**src/rtl/ss_pkg.sv**
```systemverilog
// Shared types and constants for the four-digit scan controller.
package ss_pkg;

    localparam int DIGITS  = 4;
    localparam int DIGIT_W = 3;
    localparam int FRAME_W = DIGITS * DIGIT_W;
    localparam int SEL_W   = $clog2(DIGITS);

    // Scan FSM state; plain constants keep the encoding legible in waveforms.
    typedef logic [1:0] state_t;
    localparam state_t ST_IDLE  = 2'd0;
    localparam state_t ST_BLANK = 2'd1;
    localparam state_t ST_SHOW  = 2'd2;

    // Extract one digit from a packed frame (digit0 in the low bits).
    function automatic logic [DIGIT_W-1:0] digit_of(
        input logic [FRAME_W-1:0] frame,
        input logic [SEL_W-1:0]   idx
    );
        return frame[idx*DIGIT_W +: DIGIT_W];
    endfunction

endpackage

```
**src/rtl/ss_phase_timer.sv**
```systemverilog
// Loadable down-counter that times one BLANK or SHOW phase.
// A phase of N clocks is timed by loading N-1; expired_o is high in the
// last clock of the phase, so the counter never wraps.
module ss_phase_timer #(
    parameter int CNT_W = 4
) (
    input  logic             clk,
    input  logic             rst_n,
    input  logic             run_i,
    input  logic             load_i,
    input  logic [CNT_W-1:0] load_val_i,
    output logic             expired_o
);

    logic [CNT_W-1:0] cnt_q;
    logic [CNT_W-1:0] cnt_d;

    assign expired_o = (cnt_q == '0);

    // Next count: load wins, otherwise count down and stick at zero.
    always_comb begin
        cnt_d = cnt_q;
        if (run_i) begin
            if (load_i) begin
                cnt_d = load_val_i;
            end else if (cnt_q != '0) begin
                cnt_d = cnt_q - 1'b1;
            end
        end
    end

    // Counter register.
    always_ff @(posedge clk or negedge rst_n) begin
        if (!rst_n) begin
            cnt_q <= '0;
        end else begin
            cnt_q <= cnt_d;
        end
    end

endmodule

```
**src/rtl/ss_scan_ctrl.sv**
```systemverilog
// Multiplexed four-digit display scanner with a double-buffered frame:
// writes land in a pending buffer and are copied to the displayed shadow
// only at a frame boundary (or immediately while scanning is disabled).
module ss_scan_ctrl
    import ss_pkg::*;
#(
    parameter int SHOW_CYCLES  = 1000,
    parameter int BLANK_CYCLES = 16
) (
    input  logic               clk,
    input  logic               rst_n,
    input  logic               en,
    input  logic               wr_valid,
    input  logic [FRAME_W-1:0] wr_data,
    output logic               wr_ready,
    output logic [SEL_W-1:0]   sel,
    output logic [DIGIT_W-1:0] data,
    output logic               blank,
    output logic               frame_done
);

    localparam int MAX_CYC = (SHOW_CYCLES > BLANK_CYCLES) ? SHOW_CYCLES : BLANK_CYCLES;
    localparam int CNT_W   = $clog2(MAX_CYC + 1);
    localparam logic [CNT_W-1:0] SHOW_LOAD  = CNT_W'(SHOW_CYCLES - 1);
    localparam logic [CNT_W-1:0] BLANK_LOAD = CNT_W'(BLANK_CYCLES - 1);
    localparam logic [SEL_W-1:0] LAST_SEL   = SEL_W'(DIGITS - 1);

    state_t               state_q, state_d;
    logic [SEL_W-1:0]     sel_q, sel_d;
    logic [DIGIT_W-1:0]   data_q, data_d;
    logic                 blank_q, blank_d;
    logic                 fd_q, fd_d;
    logic                 wr_ready_q, wr_ready_d;
    logic [FRAME_W-1:0]   shadow_q, shadow_d;
    logic [FRAME_W-1:0]   pend_q, pend_d;
    logic                 arm_q;

    logic                 tmr_load;
    logic [CNT_W-1:0]     tmr_load_val;
    logic                 tmr_expired;
    logic                 accept;
    logic                 commit;

    ss_phase_timer #(
        .CNT_W (CNT_W)
    ) u_timer (
        .clk        (clk),
        .rst_n      (rst_n),
        .run_i      (arm_q),
        .load_i     (tmr_load),
        .load_val_i (tmr_load_val),
        .expired_o  (tmr_expired)
    );

    // Scan FSM: IDLE -> BLANK -> SHOW -> BLANK(sel+1) ...; en low forces IDLE.
    // Nothing moves until arm_q is set, one clock after reset release.
    always_comb begin
        state_d      = state_q;
        sel_d        = sel_q;
        fd_d         = 1'b0;
        tmr_load     = 1'b0;
        tmr_load_val = '0;
        if (arm_q) begin
            if (!en) begin
                state_d  = ST_IDLE;
                sel_d    = '0;
                tmr_load = 1'b1;
            end else begin
                case (state_q)
                    ST_IDLE: begin
                        state_d      = ST_BLANK;
                        sel_d        = '0;
                        tmr_load     = 1'b1;
                        tmr_load_val = BLANK_LOAD;
                    end
                    ST_BLANK: begin
                        if (tmr_expired) begin
                            state_d      = ST_SHOW;
                            tmr_load     = 1'b1;
                            tmr_load_val = SHOW_LOAD;
                        end
                    end
                    ST_SHOW: begin
                        if (tmr_expired) begin
                            state_d      = ST_BLANK;
                            sel_d        = sel_q + 1'b1;
                            fd_d         = (sel_q == LAST_SEL);
                            tmr_load     = 1'b1;
                            tmr_load_val = BLANK_LOAD;
                        end
                    end
                    default: begin
                        state_d  = ST_IDLE;
                        sel_d    = '0;
                        tmr_load = 1'b1;
                    end
                endcase
            end
        end
    end

    // Frame buffers: accept into pending, commit at frame boundary or while disabled.
    // Accept and commit are mutually exclusive since accept needs pending empty.
    always_comb begin
        accept     = wr_valid && wr_ready_q;
        commit     = !wr_ready_q && (fd_d || !en);
        pend_d     = accept ? wr_data : pend_q;
        shadow_d   = commit ? pend_q : shadow_q;
        wr_ready_d = wr_ready_q;
        if (commit) begin
            wr_ready_d = 1'b1;
        end
        if (accept) begin
            wr_ready_d = 1'b0;
        end
        blank_d = (state_d != ST_SHOW);
        data_d  = digit_of(shadow_d, sel_d);
    end

    // State, buffers and registered outputs.
    always_ff @(posedge clk or negedge rst_n) begin
        if (!rst_n) begin
            arm_q      <= 1'b0;
            state_q    <= ST_IDLE;
            sel_q      <= '0;
            data_q     <= '0;
            blank_q    <= 1'b1;
            fd_q       <= 1'b0;
            wr_ready_q <= 1'b1;
            shadow_q   <= '0;
            pend_q     <= '0;
        end else begin
            arm_q      <= 1'b1;
            state_q    <= state_d;
            sel_q      <= sel_d;
            data_q     <= data_d;
            blank_q    <= blank_d;
            fd_q       <= fd_d;
            wr_ready_q <= wr_ready_d;
            shadow_q   <= shadow_d;
            pend_q     <= pend_d;
        end
    end

    assign wr_ready   = wr_ready_q;
    assign sel        = sel_q;
    assign data       = data_q;
    assign blank      = blank_q;
    assign frame_done = fd_q;

endmodule

```
**config.mk**
```make
export PLATFORM = sky130hd
export DESIGN_NAME = ss_scan_ctrl
export DESIGN_NICKNAME = d
export VERILOG_FILES = /design/src/rtl/ss_pkg.sv /design/src/rtl/ss_phase_timer.sv /design/src/rtl/ss_scan_ctrl.sv
export SDC_FILE = /design/constraint.sdc
export NUM_CORES = 1
export LEC_CHECK = 0
export CORE_MARGIN = 10
export CORE_UTILIZATION = 50
export DETAILED_ROUTE_END_ITERATION = 16
export DONT_BUFFER_PORTS = 1
export PLACE_DENSITY_LB_ADDON = 0.1
export SETUP_SLACK_MARGIN = 0.05
export SYNTH_ARGS = -nofsm -noshare
export SYNTH_HDL_FRONTEND = slang
export SYNTH_HIERARCHICAL = 1
export SYNTH_SLANG_ARGS = --single-unit
```
**constraint.sdc**
```tcl
create_clock -name clk -period 6.8 [get_ports clk]
set_clock_uncertainty 0.1 [all_clocks]
set_input_delay 0.34 -clock clk [delete_from_list [all_inputs] [get_ports clk]]
set_output_delay 0.34 -clock clk [all_outputs]
set_load 0.005 [all_outputs]
```
Word-level counts from Yosys, hierarchy flattened. Cells that the tools add are included.

Flip-flop bits (word level): 45. Bits of input ports: 16. Output and inout bits: 8. Logic and storage cells: 56.

$add $sub $neg: 2. Multiply operators: 1. Equal/unequal tests: 4. Shift-type cells: 1. Mux-type cells: 26. Reductions and logical operators: 12.

Operator list (number): 10-bit 2-to-1 mux (4); 10-bit one-hot mux with 3 select lines (1); 2-bit 2-to-1 mux (7); 12-bit 2-to-1 mux (1); 12-bit by 5-bit indexed part select with 3-bit output (1); 10-bit logical NOT (1); 1-bit 2-to-1 mux (10); 10-bit nonzero test (1); 10-bit by 1-bit subtractor with 10-bit output (second input constant) (1); 2-bit one-hot mux with 3 select lines (1); 2-bit == test (second input constant) (2); 2-bit by 2-bit multiplier with 4-bit output (second input constant) (1); 4-bit 2-to-1 mux (1); 2-bit one-hot mux with 2 select lines (1); 2-bit nonzero test (2); 2-bit by 1-bit adder with 2-bit output (second input constant) (1); 2-bit by 1-bit == test with 1-bit output (second input constant) (1); 1-bit logical AND (2); 1-bit logical NOT (2); 2-bit logical NOT (1); 2-bit inequality test (second input constant) (1); 2-bit AND reduction (1); 2-bit OR reduction (1); 1-bit logical OR (1).

Logic depth before layout (Yosys ltp). Gate-level depths: netlist (run 1).

Depth in word-level cells: 9. Mapped depth: 14. Gate-level depth less buffers: 11.

Modules after synthesis. The synthesis (run 1) kept the hierarchy.

By module, submodules not included: ss_scan_ctrl (times used 1, cells an instance 114, area each 1596.5 um2, sequential area each 878.3 um2); ss_phase_timer (times used 1, cells an instance 78, area each 681.9 um2, sequential area each 250.2 um2).

Worst setup path before layout (run 1). No wires, ideal clock.

Path kind: reg2reg. Start point: reg u_timer.cnt_q[0]. End point: reg data_q[1] (netlist: data[1]). Library setup time: 0.126 ns. Arrival: 2.336 ns. Required time: 6.574 ns. Setup slack: 4.238 ns. Cell stages (with the launch flop): 13. Buffers on the path: 2. Period minus slack after synthesis: 2.562 ns. Cell sequence: dfrtp_1 -> inv_1 -> ha_1 -> nor3b_4 -> nand3_2 -> inv_2 -> buf_2 -> nand4_4 -> a21oi_4 -> buf_12 -> mux2_4 -> mux2i_1 -> mux2i_1.

Word-level cells in the longest chain between the ends: 9. Elaborated cells between the ends (all ways): 14. Those cells by class: 1 x mul; 1 x shift; 9 x mux; 3 x reduce/logical.

Ends and longest elaborated chain: start: declaration (line ss_phase_timer.sv:15) `logic [CNT_W-1:0] cnt_q;`; start signal: assignment (line ss_phase_timer.sv:37) `cnt_q <= cnt_d;`; 10-bit logical NOT (line ss_phase_timer.sv:18) `assign expired_o = (cnt_q == '0);`; via tmr_expired (line ss_scan_ctrl.sv:40) `logic tmr_expired;`; 1-bit 2-to-1 mux (line ss_scan_ctrl.sv:84) `if (tmr_expired) begin`; 1-bit 2-to-1 mux (line ss_scan_ctrl.sv:69) `case (state_q)`; 1-bit 2-to-1 mux (line ss_scan_ctrl.sv:64) `if (!en) begin`; 1-bit 2-to-1 mux (line ss_scan_ctrl.sv:63) `if (arm_q) begin`; 1-bit logical OR (line ss_scan_ctrl.sv:106) `commit = !wr_ready_q && (fd_d || !en);`; 1-bit logical AND (line ss_scan_ctrl.sv:106); 12-bit 2-to-1 mux (line ss_scan_ctrl.sv:108) `shadow_d = commit ? pend_q : shadow_q;`; via shadow_d[10] (line ss_scan_ctrl.sv:34) `logic [FRAME_W-1:0] shadow_q, shadow_d;`; 12-bit by 5-bit indexed part select with 3-bit output (line ss_pkg.sv:20) `return frame[idx*DIGIT_W +: DIGIT_W];`; via data_d[1] (line ss_scan_ctrl.sv:30) `logic [DIGIT_W-1:0] data_q, data_d;`; end signal: assignment (line ss_scan_ctrl.sv:136) `data_q <= data_d;`; end: declaration (line ss_scan_ctrl.sv:30).

The timed path passes the listed nets, and every way through them passes these cells. A chain may end at the register's enable or synchronous reset.

Worst setup path in the final report (run 1).
Start point: reg u_timer.cnt_q[1]. End point: reg u_timer.cnt_q[3].

Word-level cells in the longest chain between the ends: 7. Elaborated cells between the ends (all ways): 14. Those cells by class: 1 x add/sub; 9 x mux; 4 x reduce/logical.

Ends and longest elaborated chain: 10-bit logical NOT (*) (line ss_phase_timer.sv:18); via tmr_expired (line ss_scan_ctrl.sv:40); 1-bit 2-to-1 mux (*) (line ss_scan_ctrl.sv:77, ss_scan_ctrl.sv:84); 1-bit 2-to-1 mux (*); 1-bit 2-to-1 mux (*) (line ss_scan_ctrl.sv:64); 1-bit 2-to-1 mux (*) (line ss_scan_ctrl.sv:63); via tmr_load (line ss_scan_ctrl.sv:38) `logic tmr_load;`; 2-bit nonzero test (no line); 2-bit AND reduction (no line).

The timed path passes the listed nets; every way through them passes the cells marked *. The select of a mux whose other input is x is not followed.

==> impl_metrics.env, run 1 <==
export IMPL_synth_top_area_share_pct=47.2
export IMPL_crit_end="u_timer/cnt_q[3]"
export IMPL_tightest_slew_ns=0.755
export IMPL_dp_hpwl_um=3040
export IMPL_multi_input_area_um2=1050
export IMPL_yosysWarnings=6
export IMPL_clock_latency_ns=0.29
export IMPL_die_area_um2=7660
export IMPL_pre_cts_ws_ns=3.77
export IMPL_ys_seq_area_share_pct=49.5
export IMPL_worstReg2RegEnd="u_timer/cnt_q[3]"
export IMPL_p_comb_share_pct=27.2
export IMPL_syn_nets=214
export IMPL_finalSetupViolCount=0
export IMPL_ys_types=51
export IMPL_fp_coreArea_um2=4380
export IMPL_synth_area_leader_cell="dfrtp_1"
export IMPL_synthArstFlopShare_pct=100
export IMPL_cellLeakagePower_nw=1.07
export IMPL_cts_root_buffer="clkbuf_8"
export IMPL_startpoint="u_timer/cnt_q[1]"
export IMPL_antenna_found_initial=0
export IMPL_drv_cap=0
export IMPL_yosys_top_cells_area="dfrtp_1, mux2_2, mux2_4, mux2i_1, ha_1"
export IMPL_grt_pass1_vias=1453
export IMPL_nNetsFinal=216
export IMPL_cts_tree="built"
export IMPL_cts_resized=0
export IMPL_synth_main_ff_cell="dfrtp_1"
export IMPL_swShare_pct=31.8
export IMPL_synth_cell_area_um2=2280
export IMPL_crit_path_end_kind="flop"
export IMPL_worst_setup_path_type="flop to flop"
export IMPL_wl_per_cell_um=16.8
export IMPL_fp_dieH_um=87.5
export IMPL_clkSinkCount=45
export IMPL_cp_arrival_ns=3.20
export IMPL_p_sw_mw=0.254
export IMPL_hold_ws_ns=0.0913
export IMPL_worstPathRequired_ns=6.87
export IMPL_dr_first_iter_drc_count=93
export IMPL_setup_slack_ns=3.68
export IMPL_min_period_over_period_pct=46.0
export IMPL_antenna_cells=0
export IMPL_track_usage_pct=11.5
export IMPL_cts_made_buffers=5
export IMPL_power_mw=0.800
export IMPL_place_inst=237
export IMPL_hold_viol=0
export IMPL_syn_inst=192
export IMPL_ir_worst_vdd_uv=177
export IMPL_grt_pass1_wl_um=7090
export IMPL_rrSetupSlack_ns=3.68
export IMPL_final_antenna_net_count=0
export IMPL_hp_class="primary input to flop"
export IMPL_htree_levels=2
export IMPL_synth_edf_count=0
export IMPL_dr_total_vias=1402
export IMPL_seq_power_share_pct=51.7
export IMPL_worst_path_max_fanout=12
export IMPL_syn_to_final_growth_pct=6.48
export IMPL_route_final_wire_length_um=4160
export IMPL_final_cells=247
export IMPL_grt_max_degree=46
export IMPL_via_per_inst=5.68
export IMPL_place_congestion=0.821
export IMPL_status="finished clean"
export IMPL_rsz0062_at_grt="false"
export IMPL_clkPwrFrac_pct=21.1
export IMPL_seq_area_um2=1130
export IMPL_grt_overflow_total=0
export IMPL_fmax_mhz=320
export IMPL_avgSynthCellArea_um2=11.9
export IMPL_start_kind="flop"
export IMPL_r2r_start="u_timer/cnt_q[1]"
export IMPL_final_layout_size_suffix_gt1_share_pct=23.1
export IMPL_portBuffers=0
export IMPL_clock_path_buffers=2
export IMPL_fin_crit_ns=3.12
export IMPL_die_w_um=87.5
export IMPL_fill_cells=392
export IMPL_clkSlewWorstSetupHoldPaths_ns=0.09
export IMPL_rows=24
export IMPL_r2r_cells=11
export IMPL_slew_headroom_pct=49.4
export IMPL_setup_total_negative_slack_ns=0
export IMPL_synth_seq_cells=45
export IMPL_start_util_pct=52.0
export IMPL_drc_errors=0
export IMPL_internal_power_mw=0.546
export IMPL_power_density_nw_per_um2=330
export IMPL_slew_viol_final=0
export IMPL_dr_pass1_iters=4
export IMPL_io_pins=24
-- cells by family (layout without fill, tap and decap cells) --
family                   after synthesis  in the layout  share of synthesized area, %
other                                  2              2                         0.330
multiplexers                          36             36                          18.8
buffers and inverters                 19             22                          4.23
flip-flops                            45             45                          49.5
AND/OR/NAND/NOR                       48             48                          13.0
AO/OA/AOI/OAI                         36             36                          10.9
adder cells (fa/ha/maj)                6              6                          3.29
-- power groups by stage --
stage	Clock, mW	Combinational, mW	Sequential [mW]
final	0.169	0.218	0.414
after global routing	0.187	0.245	0.426
after CTS	0.176	0.220	0.414
after detailed placement	0	0.212	0.418
after global placement	0	0.206	0.414
after floorplan	0	0.186	0.398
-- state kept, by name, summed over array words and instances (netlist names) --
register / flops
data: 3
arm_q: 1
frame_done: 1
u_timer/cnt_q: 10
state_q: 2
wr_ready: 1
pend_q: 12
shadow_q: 12
sel: 2
blank: 1
-- layer usage --
metal	share of wire (%)	global-route usage [%]	vias up
met1	45	14.3	677
met5	0	0	-
met4	0.87	3.62	0
met2	50	18.5	35
li1	-	-	684
met3	4.5	3.65	6
-- stage by stage --
| step | instance area (um2) | util [%] |
|---|---|---|
| floorplan | 2280 | - |
| global placement | 2290 | 52.3 |
| detailed placement | 2290 | 52.3 |
| CTS | 2430 | 55.3 |
| global route | 2430 | 55.3 |
| finish | 2430 | 55.3 |
-- cell usage after synthesis (2+ instances only) --
cell,instances
nand3_1,3
nor3_1,4
dfstp_2,2
a31oi_1,3
mux2_4,10
nand2_1,16
clkbuf_1,3
dfrtp_1,43
nand3b_1,2
conb_1,2
mux2i_1,12
nor2_1,7
mux2_2,14
o211ai_1,2
a22oi_1,2
inv_1,10
o21ai_0,8
inv_2,2
a21oi_1,8
ha_1,6
nor2b_1,3
-- worst max-delay path, cell delays in order, from the launching register on --
cell     delay, ns
dfrtp_1       0.46
inv_1         0.09
ha_1          0.20
nor3b_4       0.29
nand3_2       0.20
inv_2         0.23
inv_1         0.07
a31oi_1       0.63
inv_1         0.23
nand2_1       0.14
nor2_1        0.05
a221o_1       0.32
-- worst min path at each step --
stage | start | to | slack (ns) | cells past startpoint
after floorplan | rst_n | arm_q | -0.06 | 0
after global placement | rst_n | state_q[0] | -0.05 | 0
after detailed placement | rst_n | state_q[0] | -0.05 | 0
after CTS | wr_data[2] | pend_q[2] | 0.08 | 1
after global routing | wr_data[1] | pend_q[1] | 0.07 | 1
final | en | frame_done | 0.09 | 2
-- placed cells by master (no fill, tap or decap), drive strengths merged, types with 3 or more instances in the layout --
master and count:
inv 12, nor2 8, dfrtp 43, nor4 3
clkbuf 6, nor3 4, ha 6, mux2i 12
mux2 24, nor2b 3, a31oi 3, a21oi 9
o21ai 8, nand3 4, nand2 17
-- layout make-up --
cell class | count | share of cell area, %
Timing Repair Buffer | 2 | 1.55
Tap cell | 52 | 2.68
Sequential cell | 45 | 46.5
Clock inverter | 2 | 0.567
Multi-Input combinational cell | 128 | 43.4
Clock buffer | 6 | 3.40
Inverter | 12 | 1.86
-- repair_timing --
item                                   4_1_cts  5_1_grt
hold buffers                                 2        0
endpoints found under the hold margin       45        0
setup buffers                                0        0
Note: power is estimated with default switching activity, not from simulation.
==> run 2: changes to the inputs <==
==> constraint.sdc (replaced) <==
create_clock -name clk -period 2.5 [get_ports clk]
set_clock_uncertainty 0.1 [all_clocks]
set_input_delay 0.125 -clock clk [delete_from_list [all_inputs] [get_ports clk]]
set_output_delay 0.125 -clock clk [all_outputs]
set_load 0.005 [all_outputs]
==> run 2 against run 1 <==
  * Combinational power rose to 3.4 times the previous value
  * Critical path depth unchanged
  * Critical path type unchanged
  * Setup slack worse by 3.6 ns
  * Global-route usage up 1.3 points
  * Utilization up 7.7 points
  * Clock power rose to 3.4 times the previous value
  * Wire length up 9.4%
  * Via count up 10%
  * Maximum frequency up 28%
  * Count of clock-buffer cells in the layout down 1
  * Highest routed layer unchanged
  * Sequential power rose to 2.7 times the previous value
  * Sequential share of layout area down 5.7 points
==> impl_metrics.env, run 2 (synthesis gave the netlist of run 1 again) <==
export IMPL_status="finished clean"
export IMPL_ir_worst_vdd_uv=463
export IMPL_cts_tree="built"
export IMPL_cellLeakagePower_nw=1.23
export IMPL_fmax_mhz=408
export IMPL_slew_viol_final=0
export IMPL_worstReg2RegEnd="data[2]"
export IMPL_tightest_slew_ns=0.553
export IMPL_start_util_pct=52.0
export IMPL_whs_path_depth=3
export IMPL_place_area_um2=2380
export IMPL_fp_dieH_um=87.5
export IMPL_cp_arrival_ns=2.55
export IMPL_clock_path_buffers=2
export IMPL_wl_per_cell_um=16.4
export IMPL_final_cells=278
export IMPL_dr_first_iter_drc_count=61
export IMPL_route_final_wire_length_um=4550
export IMPL_fp_coreArea_um2=4380
export IMPL_rsz0062_at_grt="true"
export IMPL_grt_overflow_total=0
export IMPL_clkSlewWorstSetupHoldPaths_ns=0.09
export IMPL_top_regs="pend_q: 12 flops, shadow_q: 12 flops, u_timer/cnt_q: 10 flops"
export IMPL_dp_hpwl_um=3150
export IMPL_hp_start="en"
export IMPL_hold_viol=0
export IMPL_syn_to_final_growth_pct=21.4
export IMPL_drc_errors=0
export IMPL_r2r_cells=11
export IMPL_fin_crit_ns=2.45
export IMPL_final_core_util_pct=63.1
export IMPL_htree_levels=2
export IMPL_die_w_um=87.5
export IMPL_final_cell_mix="dfrtp_1, nand2_1, buf_4"
export IMPL_min_to="u_timer/cnt_q[1]"
export IMPL_power_mw=2.42
export IMPL_cts_root_buffer="clkbuf_8"
export IMPL_grt_pass1_vias=1616
export IMPL_power_density_nw_per_um2=876
export IMPL_rows=24
export IMPL_hp_class="primary input to flop"
export IMPL_fill_cells=346
export IMPL_final_antenna_net_count=0
export IMPL_portBuffers=0
export IMPL_place_congestion=0.802
export IMPL_cts_made_buffers=5
export IMPL_dr_total_vias=1548
export IMPL_antenna_found_initial=0
export IMPL_track_usage_pct=12.8
export IMPL_min_period_over_period_pct=98.0
export IMPL_clock_latency_ns=0.31
export IMPL_hold_ws_ns=0.0311
export IMPL_place_inst=245
export IMPL_drv_cap=0
export IMPL_dr_pass1_iters=4
export IMPL_antenna_cells=0
export IMPL_crit_path_end_kind="flop"
export IMPL_grt_max_degree=46
export IMPL_io_pins=24
export IMPL_r2r_start="u_timer/cnt_q[0]"
export IMPL_via_per_inst=5.57
export IMPL_start_kind="flop"
export IMPL_final_common_cell="dfrtp_1"
export IMPL_grt_pass1_wl_um=7820
export IMPL_die_area_um2=7660
export IMPL_worstPathRequired_ns=2.60
export IMPL_worst_path_max_fanout=6
export IMPL_nNetsFinal=247
export IMPL_final_cell_area_um2=2770
export IMPL_clkSinkCount=45
export IMPL_rrSetupSlack_ns=0.05
export IMPL_startpoint="u_timer/cnt_q[0]"
export IMPL_worst_setup_path_type="flop to flop"
export IMPL_final_layout_size_suffix_gt1_share_pct=28.8
export IMPL_slew_headroom_pct=63.1
export IMPL_finalSetupViolCount=0
==> run 2: cell count changes in the layout (fill, tap and decap cells not counted), moves of 2 or more <==
cell           before  now
buf_12              0    3
mux2_4             10   12
inv_6               0    2
buf_4               0   15
mux2_2             14   12
dlygate4sd3_1       1   14
==> run 2: worst max-delay path, stage by stage (launching register included) <==
cell,delay (ns)
dfrtp_1,0.40
inv_1,0.07
ha_2,0.20
nor3b_4,0.23
nand3_2,0.13
inv_4,0.11
nand4_4,0.09
a21oi_4,0.25
clkbuf_16,0.20
mux2_4,0.30
mux2i_1,0.16
mux2i_1,0.10
==> run 2: through the flow <==
stage | setup WS, ns | TNS (ns)
after floorplan | 0.0555 | 0
after global placement | 0.197 | 0
after detailed placement | 0.132 | 0
after CTS | 0.114 | 0
after global routing | -0.0461 | -0.133
final | 0.0499 | 0
==> run 2: worst max path at each step <==
stage | endpoint | slack (ns)
after global routing | data[0] | -0.05
final | data[2] | 0.05
after detailed placement | data[2] | 0.13
after floorplan | data[1] | 0.06
after global placement | u_timer/cnt_q[3] | 0.20
after CTS | data[0] | 0.11
==> run 2: cell type report <==
type                       count  area [um2]  area share (%)
multi-input combinational    128        1070            38.7
inverter                      12        47.5            1.72
clock buffer                   5        68.8            2.49
clock inverter                 3        47.5            1.72
sequential                    45        1130            40.8
timing repair buffer          33         338            12.2
tap                           52        65.1            2.35
==> run 2: per-layer routing <==
layer  global-route usage (%)  routed length (um)  vias to the layer above
li1                         -                   -                      745
met1                     15.4                1870                      763
met2                     20.6                2400                       32
met3                     4.59                 216                        8
met4                     4.64                  57                        0
met5                        0                   0                        -
==> run 2: power breakdown <==
part	internal [mW]	total, mW	switching (mW)
clock	0.305	0.573	0.268
sequential	0.942	1.11	0.167
combinational	0.420	0.739	0.319
total	1.67	2.42	0.754
==> run 2: timing repair <==
action,4_1_cts,5_1_grt
hold endpoints to repair,60,0
buffers inserted,0,9
hold buffers,15,0
endpoints found under the setup margin,0,6
resized for setup,0,4
==> run 3: changes to the inputs <==
--- a/config.mk
+++ b/config.mk
@@ -10,7 +10,7 @@
 export DETAILED_ROUTE_END_ITERATION = 16
 export DONT_BUFFER_PORTS = 1
 export PLACE_DENSITY_LB_ADDON = 0.1
-export SETUP_SLACK_MARGIN = 0.05
+export SETUP_SLACK_MARGIN = 0.5
 export SYNTH_ARGS = -nofsm -noshare
 export SYNTH_HDL_FRONTEND = slang
 export SYNTH_HIERARCHICAL = 1
==> run 3 against run 2 <==
  * Combinational power grew 22%
  * Maximum frequency grew 3.6%
  * Die area is the same
  * Count of clock-buffer cells in the layout is the same
  * Global-route usage grew 0.67 points
  * Via count grew 6.7%
  * Critical path type unchanged
  * Highest routed layer unchanged
==> impl_metrics.env, run 3 (synthesis gave the netlist of run 1 again) <==
export IMPL_final_core_util_pct=68.9
export IMPL_start_util_pct=52.0
export IMPL_final_common_cell="dfrtp_1"
export IMPL_cellLeakagePower_nw=1.36
export IMPL_route_final_wire_length_um=5160
export IMPL_top_layer_used="met4"
export IMPL_crit_path_top_delay_cell="dfrtp_1"
export IMPL_wl_per_cell_um=17.4
export IMPL_cp_arrival_ns=2.45
export IMPL_worst_path_max_fanout=5
export IMPL_slew_headroom_pct=65.2
export IMPL_portBuffers=0
export IMPL_clock_latency_ns=0.29
export IMPL_grt_overflow_total=0
export IMPL_top_regs="pend_q: 12 flops, shadow_q: 12 flops, u_timer/cnt_q: 10 flops"
export IMPL_fmax_mhz=423
export IMPL_crit_path_end_kind="flop"
export IMPL_route_met2_wl_um=2660
export IMPL_final_antenna_net_count=0
export IMPL_rrSetupSlack_ns=0.14
export IMPL_crit_path_frequent_cell="buf_6"
export IMPL_syn_to_final_growth_pct=32.6
export IMPL_r2r_cells=15
export IMPL_clkSinkCount=45
export IMPL_clkSlewWorstSetupHoldPaths_ns=0.09
export IMPL_rows=24
export IMPL_dp_hpwl_um=3120
export IMPL_cts_made_buffers=5
export IMPL_crit_path_cell_trace="inv_1 > ha_2 > nor3b_4 > nand3_2 > inv_4 > buf_6 > buf_6 > inv_4 > a31oi_4 > buf_6 > buf_4 > buf_6 > o21ai_0 > a22oi_1 > o21ai_1"
export IMPL_clock_path_buffers=2
export IMPL_nNetsFinal=266
export IMPL_dr_wl_met3_um=245
export IMPL_cts_tree="built"
export IMPL_worstPathRequired_ns=2.58
export IMPL_dr_pass1_iters=4
export IMPL_setup_slack_ns=0.135
export IMPL_antenna_cells=0
export IMPL_min_to="u_timer/cnt_q[1]"
export IMPL_place_congestion=0.847
export IMPL_rsz0062_at_grt="true"
export IMPL_min_period_over_period_pct=94.6
export IMPL_fin_crit_ns=2.36
export IMPL_final_cell_mix="dfrtp_1, buf_4, dlygate4sd3_1"
export IMPL_grt_pass1_vias=1738
export IMPL_slew_viol_final=0
export IMPL_fp_dieH_um=87.5
export IMPL_whs_path_depth=4
export IMPL_power_density_nw_per_um2=819
export IMPL_fill_cells=306
export IMPL_io_pins=24
export IMPL_hold_viol=0
export IMPL_m1WireLength_um=2170
export IMPL_worstReg2RegEnd="u_timer/cnt_q[4]"
export IMPL_die_area_um2=7660
export IMPL_critPathMaxStageDelay_ns=0.39
export IMPL_pre_cts_ws_ns=0.0906
export IMPL_r2r_start="u_timer/cnt_q[1]"
export IMPL_tightest_slew_ns=0.521
export IMPL_start_kind="flop"
export IMPL_htree_levels=2
export IMPL_fp_coreArea_um2=4380
export IMPL_antenna_found_initial=0
export IMPL_drc_errors=0
export IMPL_hp_class="primary input to flop"
export IMPL_die_w_um=87.5
export IMPL_ir_worst_vdd_uv=514
export IMPL_final_layout_size_suffix_gt1_share_pct=41.6
export IMPL_track_usage_pct=13.5
export IMPL_worst_setup_path_type="flop to flop"
export IMPL_via_per_inst=5.56
export IMPL_cts_root_buffer="clkbuf_8"
export IMPL_dr_total_vias=1652
export IMPL_grt_pass1_wl_um=8360
export IMPL_dr_first_iter_drc_count=76
export IMPL_hp_start="en"
export IMPL_grt_max_degree=46
export IMPL_drv_cap=0
export IMPL_status="finished clean"
export IMPL_finalSetupViolCount=0
## run 3: repair_timing
item / 4_1_cts / 5_1_grt
buffers inserted: 15 / 13
hold buffers: 15 / 0
pin swaps: 2 / 8
endpoints found under the hold margin: 60 / 0
gates cloned: 2 / 0
setup endpoints to repair: 26 / 29
resized for setup: 20 / 22
## run 3: how the worst max path moves through the flow
stage	endpoint	cells past startpoint	from	slack (ns)
3_5_place_dp	u_timer/cnt_q[8]	13	u_timer/cnt_q[1]	0.09
3_3_place_gp	u_timer/cnt_q[8]	13	u_timer/cnt_q[1]	0.12
2_1_floorplan	data[1]	12	u_timer/cnt_q[1]	0.06
4_1_cts	data[2]	12	u_timer/cnt_q[0]	0.12
6_report	u_timer/cnt_q[4]	15	u_timer/cnt_q[1]	0.14
5_1_grt	u_timer/cnt_q[7]	11	u_timer/cnt_q[6]	-0.02
## run 3: through the flow
step	instances	cell area, um2	total power [mW]	hold WS [ns]	setup TNS, ns
final	297	3020	2.47	0.112	0
after CTS	284	2840	2.37	0.0982	0
after global routing	297	3020	2.64	0.104	-0.0227
after global placement	244	2370	1.73	-0.269	0
after floorplan	192	2300	1.60	-0.271	0
after detailed placement	244	2370	1.76	-0.269	0
## run 3: routing by layer
metal,GRT usage (%),vias to the layer above
li1,-,788
met1,16.6,800
met2,22.0,56
met3,3.65,8
met4,4.78,0
met5,0,-
## run 3: final cells by class
| type | instances | area, um2 | share of cell area (%) |
|---|---|---|---|
| Sequential cell | 45 | 1130 | 37.4 |
| Clock inverter | 3 | 21.3 | 0.704 |
| Clock buffer | 5 | 68.8 | 2.28 |
| Tap cell | 52 | 65.1 | 2.15 |
| Inverter | 12 | 52.6 | 1.74 |
| Multi-Input combinational cell | 128 | 1160 | 38.5 |
| Timing Repair Buffer | 52 | 519 | 17.2 |
## run 3: worst max-delay path: cells and delay by family, from the launching register on
kind	cells	cell delay, ns
buffers and inverters	8	0.72
AO/OA/AOI/OAI	4	0.50
flip-flops	1	0.39
AND/OR/NAND/NOR	2	0.35
adder cells (fa/ha/maj)	1	0.18
## run 3: report_power, final
part | switching [mW] | internal, mW
Sequential | 0.177 | 0.942
Clock | 0.255 | 0.198
Combinational | 0.379 | 0.523
